==> src/rtl/endpay_seq_display.sv <==
// endpay_seq_display: end-of-transaction sequencer that alternates message and change
// pages on a multiplexed seven-segment display, then raises out_endpay.
`default_nettype none

module endpay_seq_display #(
  parameter int DIGITS     = 8,
  parameter int SCAN_DIV   = 12500,
  parameter int DWELL      = 12000,
  parameter int REPEAT     = 4,
  parameter int ACTIVE_LOW = 1
) (
  input  logic              clk,
  input  logic              EN,
  input  logic              start,
  input  logic [1:0]        mode,
  input  logic [3:0]        returnone,
  input  logic [3:0]        returnten,
  output logic [DIGITS-1:0] seg_en,
  output logic [7:0]        seg_out,
  output logic              busy,
  output logic              out_endpay
);

  localparam int DIV_W  = (SCAN_DIV > 1) ? $clog2(SCAN_DIV) : 1;
  localparam int DWL_W  = (DWELL > 1) ? $clog2(DWELL) : 1;
  localparam int SCAN_W = $clog2(DIGITS);

  localparam logic [DIV_W-1:0]  DIV_LAST  = DIV_W'(SCAN_DIV - 1);
  localparam logic [DWL_W-1:0]  DWL_LAST  = DWL_W'(DWELL - 1);
  localparam logic [SCAN_W-1:0] SCAN_LAST = SCAN_W'(DIGITS - 1);
  localparam logic [7:0]        PAGE_LAST = 8'(REPEAT - 1);

  // XOR masks: inactive pattern at the pins, also used to invert active values.
  localparam logic [DIGITS-1:0] EN_OFF  = {DIGITS{ACTIVE_LOW != 0}};
  localparam logic [7:0]        SEG_OFF = {8{ACTIVE_LOW != 0}};
  localparam logic [DIGITS-1:0] ONE_HOT = {{(DIGITS-1){1'b0}}, 1'b1};

  typedef enum logic [1:0] {S_IDLE, S_SHOW, S_DONE} state_t;

  state_t             state_q;
  logic [DIV_W-1:0]   div_q;
  logic [DWL_W-1:0]   dwell_q;
  logic [SCAN_W-1:0]  scan_q;
  logic [7:0]         page_q;
  logic [1:0]         mode_q;
  logic [3:0]         one_q;
  logic [3:0]         ten_q;
  logic [DIGITS-1:0]  seg_en_q;
  logic [7:0]         seg_out_q;
  logic               busy_q;
  logic               endpay_q;

  logic               tick;
  logic               show_change;
  logic [7:0]         glyph_d;

  function automatic logic [7:0] bcd_seg(input logic [3:0] v);
    logic [7:0] s;
    case (v)
      4'd0:    s = 8'h3F;
      4'd1:    s = 8'h06;
      4'd2:    s = 8'h5B;
      4'd3:    s = 8'h4F;
      4'd4:    s = 8'h66;
      4'd5:    s = 8'h6D;
      4'd6:    s = 8'h7D;
      4'd7:    s = 8'h07;
      4'd8:    s = 8'h7F;
      4'd9:    s = 8'h6F;
      default: s = 8'h40;
    endcase
    return s;
  endfunction

  assign tick        = (div_q == DIV_LAST);
  // Mode 2 always shows change; a zero change never shows a change page otherwise.
  assign show_change = (mode_q == 2'd2) ||
                       (((ten_q != 4'd0) || (one_q != 4'd0)) && page_q[0]);

  always_comb begin
    glyph_d = 8'h00;
    if (show_change) begin
      case (4'(scan_q))
        4'd7: glyph_d = 8'h39;
        4'd6: glyph_d = 8'h76;
        4'd5: glyph_d = 8'h77;
        4'd4: glyph_d = 8'h37;
        4'd3: glyph_d = 8'h6F;
        4'd2: glyph_d = 8'hF9;
        4'd1: glyph_d = bcd_seg(ten_q);
        4'd0: glyph_d = bcd_seg(one_q);
        default: glyph_d = 8'h00;
      endcase
    end else if (mode_q[0]) begin
      case (4'(scan_q))
        4'd7: glyph_d = 8'h71;
        4'd6: glyph_d = 8'h77;
        4'd5: glyph_d = 8'h30;
        4'd4: glyph_d = 8'h38;
        default: glyph_d = 8'h00;
      endcase
    end else begin
      case (4'(scan_q))
        4'd7: glyph_d = 8'h6D;
        4'd6: glyph_d = 8'h3E;
        4'd5: glyph_d = 8'h39;
        4'd4: glyph_d = 8'h39;
        4'd3: glyph_d = 8'h79;
        4'd2: glyph_d = 8'h79;
        4'd1: glyph_d = 8'h5E;
        default: glyph_d = 8'h00;
      endcase
    end
  end

  always_ff @(posedge clk or negedge EN) begin
    if (!EN) begin
      state_q   <= S_IDLE;
      div_q     <= '0;
      dwell_q   <= '0;
      scan_q    <= '0;
      page_q    <= '0;
      mode_q    <= '0;
      one_q     <= '0;
      ten_q     <= '0;
      seg_en_q  <= EN_OFF;
      seg_out_q <= SEG_OFF;
      busy_q    <= 1'b0;
      endpay_q  <= 1'b0;
    end else begin
      case (state_q)
        S_SHOW: begin
          seg_en_q  <= EN_OFF ^ (ONE_HOT << scan_q);
          seg_out_q <= SEG_OFF ^ glyph_d;
          if (tick) begin
            div_q  <= '0;
            scan_q <= (scan_q == SCAN_LAST) ? '0 : scan_q + 1'b1;
            if (dwell_q == DWL_LAST) begin
              dwell_q <= '0;
              page_q  <= page_q + 8'd1;
              if (page_q == PAGE_LAST) begin
                state_q   <= S_DONE;
                busy_q    <= 1'b0;
                endpay_q  <= 1'b1;
                seg_en_q  <= EN_OFF;
                seg_out_q <= SEG_OFF;
              end
            end else begin
              dwell_q <= dwell_q + 1'b1;
            end
          end else begin
            div_q <= div_q + 1'b1;
          end
        end
        default: begin
          seg_en_q  <= EN_OFF;
          seg_out_q <= SEG_OFF;
          if (start) begin
            state_q  <= S_SHOW;
            div_q    <= '0;
            dwell_q  <= '0;
            scan_q   <= '0;
            page_q   <= '0;
            mode_q   <= mode;
            one_q    <= returnone;
            ten_q    <= returnten;
            busy_q   <= 1'b1;
            endpay_q <= 1'b0;
          end
        end
      endcase
    end
  end

  assign seg_en     = seg_en_q;
  assign seg_out    = seg_out_q;
  assign busy       = busy_q;
  assign out_endpay = endpay_q;

endmodule

`default_nettype wire

==> config.mk <==
export PLATFORM = sky130hd
export DESIGN_NAME = endpay_seq_display
export DESIGN_NICKNAME = d
export VERILOG_FILES = /design/src/rtl/endpay_seq_display.sv
export SDC_FILE = /design/constraint.sdc
export NUM_CORES = 1
export LEC_CHECK = 0
export ABC_CLOCK_PERIOD_IN_PS = 2200
export CELL_PAD_IN_SITES_DETAIL_PLACEMENT = 0
export CELL_PAD_IN_SITES_GLOBAL_PLACEMENT = 1
export CORE_MARGIN = 10
export CORE_UTILIZATION = 41
export DETAILED_ROUTE_END_ITERATION = 10
export PLACE_DENSITY_LB_ADDON = 0.3
export SKIP_LAST_GASP = 1
export SYNTH_ARGS = -nofsm -noshare
export SYNTH_HDL_FRONTEND = slang
export SYNTH_SLANG_ARGS = --single-unit
==> constraint.sdc <==
create_clock -name clk -period 2.2 [get_ports clk]
set_input_delay 0.44 -clock clk [delete_from_list [all_inputs] [get_ports clk]]
set_output_delay 0.44 -clock clk [all_outputs]
set_load 0.02 [all_outputs]
# --- Yosys cells after proc, flatten, opt, wreduce, memory -nomap -nowiden ---
# Memory sizes are Yosys's and may differ from the RTL's.
# Cells that the tools add are included.
word_totals:
  register_bits: 69
  mem_bits_ro: 224
  input_bits: 13
  mem_count: 2
memory_table:
  columns: ["memory", "depth", "word_bits", "read_ports", "rd_ports_with_merged_regs", "write_ports", "line_no", "text"]
  rows:
  - ["(no name shown)", 16, 7, 1, 0, 0, "59", "case (v)"]
  - ["(no name shown)", 16, 7, 1, 0, 0, "59", null]
classes:
  addsub: 4
  n_eq_ne: 15
  shifts: 1
  mux: 42
  n_bitwise: 3
  n_reduce_logical: 13
ops:
  columns: ["operator", "count"]
  rows:
  - ["8-bit 2-to-1 mux", 14]
  - ["14-bit 2-to-1 mux", 6]
  - ["8-bit one-hot mux with 8 select lines", 1]
  - ["7-bit one-hot mux with 5 select lines", 1]
  - ["14-bit by 1-bit adder with 14-bit output, second input constant", 2]
  - ["14-bit == test, second input constant", 2]
  - ["7-bit one-hot mux with 4 select lines", 1]
  - ["8-bit NOT", 2]
  - ["3-bit == test, second input constant", 4]
  - ["3-bit 2-to-1 mux", 4]
  - ["1-bit 2-to-1 mux", 10]
  - ["2-bit 2-to-1 mux", 5]
  - ["8-bit by 1-bit adder with 8-bit output, second input constant", 1]
  - ["8-bit by 2-bit == test with 1-bit output, second input constant", 1]
  - ["4-bit nonzero test", 2]
  - ["1-bit by 3-bit left shift with 8-bit output, first input constant", 1]
  - ["3-bit by 2-bit == test with 1-bit output, second input constant", 2]
  - ["2-bit inequality test, second input constant", 3]
  - ["2-bit AND reduction", 2]
  - ["4-bit AND reduction", 1]
  - ["2-bit OR reduction", 2]
  - ["3-bit by 1-bit adder with 3-bit output, second input constant", 1]
  - ["3-bit by 1-bit == test with 1-bit output, second input constant", 1]
  - ["3-bit zero test", 1]
  - ["other kinds (7)", 8]

# --- Depth between registers and ports, before layout ---
depth:
  ltp_word: 10
  mapped_depth: 8
  depth_no_buf: 7

# --- Worst setup path after synthesis ---
# OpenSTA, ideal clock, no wires.
synth_timing:
  path_type: "register to register"
  start: "reg scan_q[2]"
  end: "reg seg_out_q[5], in the netlist seg_out[5]"
  t_arrival_ns: 2.096
  setup_slack_ns: -0.007
  stages_incl_launch_ff: 9
  path_buffers: 2
  period_less_slack_ns: 2.207
  path_cell_list: "dfrtp_1 clkbuf_1 inv_1 ha_1 clkbuf_1 nor4_1 nor3_1 or4b_2 o311ai_0"
synth_between:
  elab_chain_len: 10
synth_lines:
  columns: ["element", "line_no", "text"]
  rows:
  - ["start: declaration", "43", "logic [SCAN_W-1:0] scan_q;"]
  - ["start signal: assignment", "137", "scan_q <= (scan_q == SCAN_LAST) ? '0 : scan_q + 1'b1;"]
  - ["3-bit by 2-bit == test with 1-bit output / 3-bit == test (equally long branches)", "83, 103, 95", null]
  - ["2-bit OR reduction (no source line)", null, null]
  - ["7-bit one-hot mux with 5 select lines", "103", "case (4'(scan_q))"]
  - ["8-bit 2-to-1 mux", "94", "end else if (mode_q[0]) begin"]
  - ["8-bit 2-to-1 mux *", "82", "if (show_change) begin"]
  - ["8-bit NOT (no source line) *", null, null]
  - ["8-bit 2-to-1 mux", "141", "if (page_q == PAGE_LAST) begin"]
  - ["8-bit 2-to-1 mux", "138", "if (dwell_q == DWL_LAST) begin"]
  - ["8-bit 2-to-1 mux *", "135", "if (tick) begin"]
  - ["8-bit 2-to-1 mux *", "131", "case (state_q)"]
  - ["end signal: assignment", "134", "seg_out_q <= SEG_OFF ^ glyph_d;"]
  - ["end: declaration", "49", "logic [7:0] seg_out_q;"]
# Mark *: on every way between the ends. The rest lies on a longest branch, timed or not.
# A chain may end at the register's enable or synchronous reset.

# --- Worst setup path in the final report ---
layout_timing:
  start: "reg dwell_q[8]"
  end: "reg page_q[0]"
layout_between:
  elab_chain_len: 3
layout_lines:
  columns: ["element", "line_no", "text"]
  rows:
  - ["start: declaration", "42", "logic [DWL_W-1:0] dwell_q;"]
  - ["start signal: assignment", "149", "dwell_q <= dwell_q + 1'b1;"]
  - ["14-bit == test", "138", null]
  - ["2-bit inequality test (no source line)", null, null]
  - ["3-bit AND reduction (no source line)", null, null]
  - ["end signal: assignment", "140", "page_q <= page_q + 8'd1;"]
  - ["end: declaration", "44", "logic [7:0] page_q;"]
# No other way between the ends.

==> flow_metrics.env <==
export IMPL_insertion_delay_ns=0.35
export IMPL_p_per_area_nw_per_um2=855
export IMPL_vias=3481
export IMPL_fmax_mhz=464
export IMPL_rows=35
export IMPL_drt_vias_per_instance=5.46
export IMPL_firstDrtPassIters=4
export IMPL_synthCells=434
export IMPL_report_power_total_mw=4.17
export IMPL_p_switching_mw=1.43
export IMPL_layout_drive_gt1_share_pct=21.9
export IMPL_clkSlewWorstSetupHoldPaths_ns=0.07
export IMPL_netSwitchingFraction_pct=34.2
export IMPL_fin_cells=637
export IMPL_initial_core_util_pct=42.3
export IMPL_routed_wl_mm=9.76
export IMPL_cp_end_kind="flip-flop"
export IMPL_hold_class="input pin to async pin"
export IMPL_relSlewSlack_pct=68.6
export IMPL_synth_seq_cells=67
export IMPL_slew_viol_final=0
export IMPL_post_route_period_util_pct=98.0
export IMPL_place_ws_ns=0.0306
export IMPL_final_util_pct=52.8
export IMPL_ys_warn_count=0
export IMPL_fin_nets=535
export IMPL_final_common_cell="nand2_1"
export IMPL_die_area_sq_um=13800
export IMPL_design_area_sq_um=4880
export IMPL_max_cap_viol_count=0
export IMPL_post_place_cells=610
export IMPL_p_clk_share_pct=24.9
export IMPL_dp_hpwl_mm=7.10
export IMPL_status="complete, no violations"
export IMPL_htree_levels=3
export IMPL_path_class="flip-flop to flip-flop"
export IMPL_cts_buffers_inserted=9
export IMPL_clock_sinks=67
export IMPL_fp_coreArea_sq_um=9240
export IMPL_ir_drop_v=0.000396
export IMPL_place_area_sq_um=4560
export IMPL_synth_edf_count=0
export IMPL_final_cell_mix="nand2_1, dfrtp_1, buf_4, o21ai_0, clkdlybuf4s50_1"
export IMPL_ioPinCount=31
export IMPL_yosysSeqAreaShare_pct=43.4
export IMPL_drc=0
export IMPL_hold_ws_ns=0.0383
export IMPL_syn_num_nets=466
export IMPL_antenna_cells=0
export IMPL_gp_congestion=0.879
export IMPL_post_route_min_period_ns=2.16
export IMPL_grt_max_degree=30
export IMPL_cts_buffer_depth=2
export IMPL_drt_iter0_drc=200
export IMPL_worst_ep_required_time_ns=2.44
export IMPL_wl_per_cell_microns=15.3
export IMPL_crit_start="dwell_q[8]"
export IMPL_setup_slack_ns=0.0433
export IMPL_async_flop_share_pct=100
export IMPL_grt_remaining_overflow=0
export IMPL_syn_cell_area_sq_um=3910
export IMPL_postSynthAreaPerCell_sq_um=9.00
export IMPL_tritoncts="done"
export IMPL_place_port_buffers=30
export IMPL_fp_dieH_microns=118
export IMPL_intPower_mw=2.75
export IMPL_antenna_found_initial=0
export IMPL_synth_cell_types=61
export IMPL_antenna_left=0
export IMPL_seq_power_share_pct=41.6
export IMPL_cp_start_kind="flip-flop"
export IMPL_grt_pass1_vias=3201
export IMPL_pwr_share_comb_pct=33.5
export IMPL_finalHoldViolations=0
export IMPL_cellLeakagePower_nw=2.11
export IMPL_die_width_microns=118
export IMPL_tns_ns=0
export IMPL_synth_top_flop_cell="dfrtp_1"
export IMPL_worstMarginPinSlew_ns=0.471
export IMPL_finalSetupViolCount=0
export IMPL_grt_usage_pct=14.1
export IMPL_path_max_fanout=8
export IMPL_worst_clock_skew_ns=0.00988
export IMPL_r2r_start="dwell_q[8]"
export IMPL_cts_root_buf="clkbuf_8"
export IMPL_grt_pass1_wl_mm=16.5
export IMPL_rsz0062_at_grt="yes"
export IMPL_area_delta_synth_final_pct=24.9
export IMPL_crit_arrival_ns=2.39
final timing paths:
check,slack (ns),cells after the start,to
worst max-delay path,0.04,7,page_q[0]
min in group clk,0.48,2,mode_q[1]
max in group asynchronous,1.47,2,seg_out[0]
worst min-delay path,0.04,1,div_q[0]
worst min register to register,0.48,2,mode_q[1]
worst max register to register,0.04,7,page_q[0]
synthesized netlist by cell type (3+ instances only):
| cell type | instances | share of area [%] |
|---|---|---|
| a21oi_1 | 20 | 2.6 |
| nand3_1 | 16 | 2.0 |
| nor3_1 | 17 | 2.2 |
| dfstp_2 | 16 | 11 |
| o31ai_1 | 6 | 1.2 |
| o21a_1 | 3 | 0.58 |
| or2_2 | 3 | 0.48 |
| nor2_1 | 20 | 1.9 |
| nand4_1 | 11 | 1.8 |
| o22ai_1 | 5 | 0.80 |
| a22o_1 | 3 | 0.67 |
| a31oi_1 | 6 | 0.96 |
| and2_1 | 4 | 0.64 |
| nand3_2 | 4 | 1.0 |
| buf_6 | 4 | 1.2 |
| o221ai_1 | 4 | 0.90 |
| dfrtp_1 | 51 | 33 |
| o21ai_0 | 51 | 6.5 |
| ha_1 | 19 | 6.1 |
| nand2b_1 | 8 | 1.3 |
| inv_1 | 13 | 1.2 |
| or3_1 | 8 | 1.3 |
| and3_1 | 6 | 0.96 |
| nand2_1 | 68 | 6.5 |
| nor2b_1 | 6 | 0.96 |
| clkbuf_1 | 16 | 1.5 |
worst max-delay path, stage by stage (launching register included):
cell and delay (ns):
dfrtp_1 0.39, or4b_4 0.55, nor4_4 0.34, buf_6 0.19, o22ai_4 0.11, clkbuf_2 0.17
buf_4 0.14, a21o_1 0.16
routing by layer:
layer | GRT usage, % | part of all wire [%] | up-vias | routed length (microns)
met5 | 0 | 0 | - | 0
met4 | 4.40 | 1.0 | 0 | 99
met3 | 3.12 | 3.9 | 10 | 385
met2 | 21.0 | 46 | 60 | 4540
met1 | 19.8 | 49 | 1706 | 4740
li1 | - | - | 1705 | -
state kept, by name, indices dropped and copies added, names as in the netlist:
register / count
scan_q: 3
page_q: 8
mode_q: 2
one_q: 4
seg_out: 8
state_q: 1
out_endpay: 1
dwell_q: 14
ten_q: 4
div_q: 14
seg_en: 8
power by group through the flow:
stage                     clock network [mW]  registers (mW)  logic [mW]
final                                   1.04            1.74        1.40
after global routing                    1.12            1.78        1.55
after CTS                               1.06            1.74        1.38
after detailed placement                   0            1.76        1.37
after global placement                     0            1.75        1.35
after floorplan                            0            1.80       0.767
logic make-up (layout without fill, tap and decap cells):
| kind of cell | Yosys count | in the layout | share of synthesized area [%] |
|---|---|---|---|
| simple gates | 191 | 191 | 26.4 |
| compound gates | 115 | 115 | 18.5 |
| flops | 67 | 67 | 43.4 |
| buf+inv | 38 | 112 | 4.64 |
| fa+ha+maj | 19 | 19 | 6.08 |
| xor+xnor | 2 | 2 | 0.448 |
| mux | 2 | 2 | 0.544 |
layout make-up:
cell class	count	area [sq um]
fillers	859	4360
multi-input cells	329	2070
flip-flops and latches	67	1700
repair buffers	83	711
well taps	129	161
clock buffers	12	145
clock inverters	4	50.0
inverters	13	48.8
repair_timing:
item / CTS / global route
setup endpoints to repair: 0 / 20
hold buffers: 0 / 0
buffers inserted: 0 / 11
gates resized for setup: 0 / 17
No activity file was read; power rests on OpenSTA's default activity.
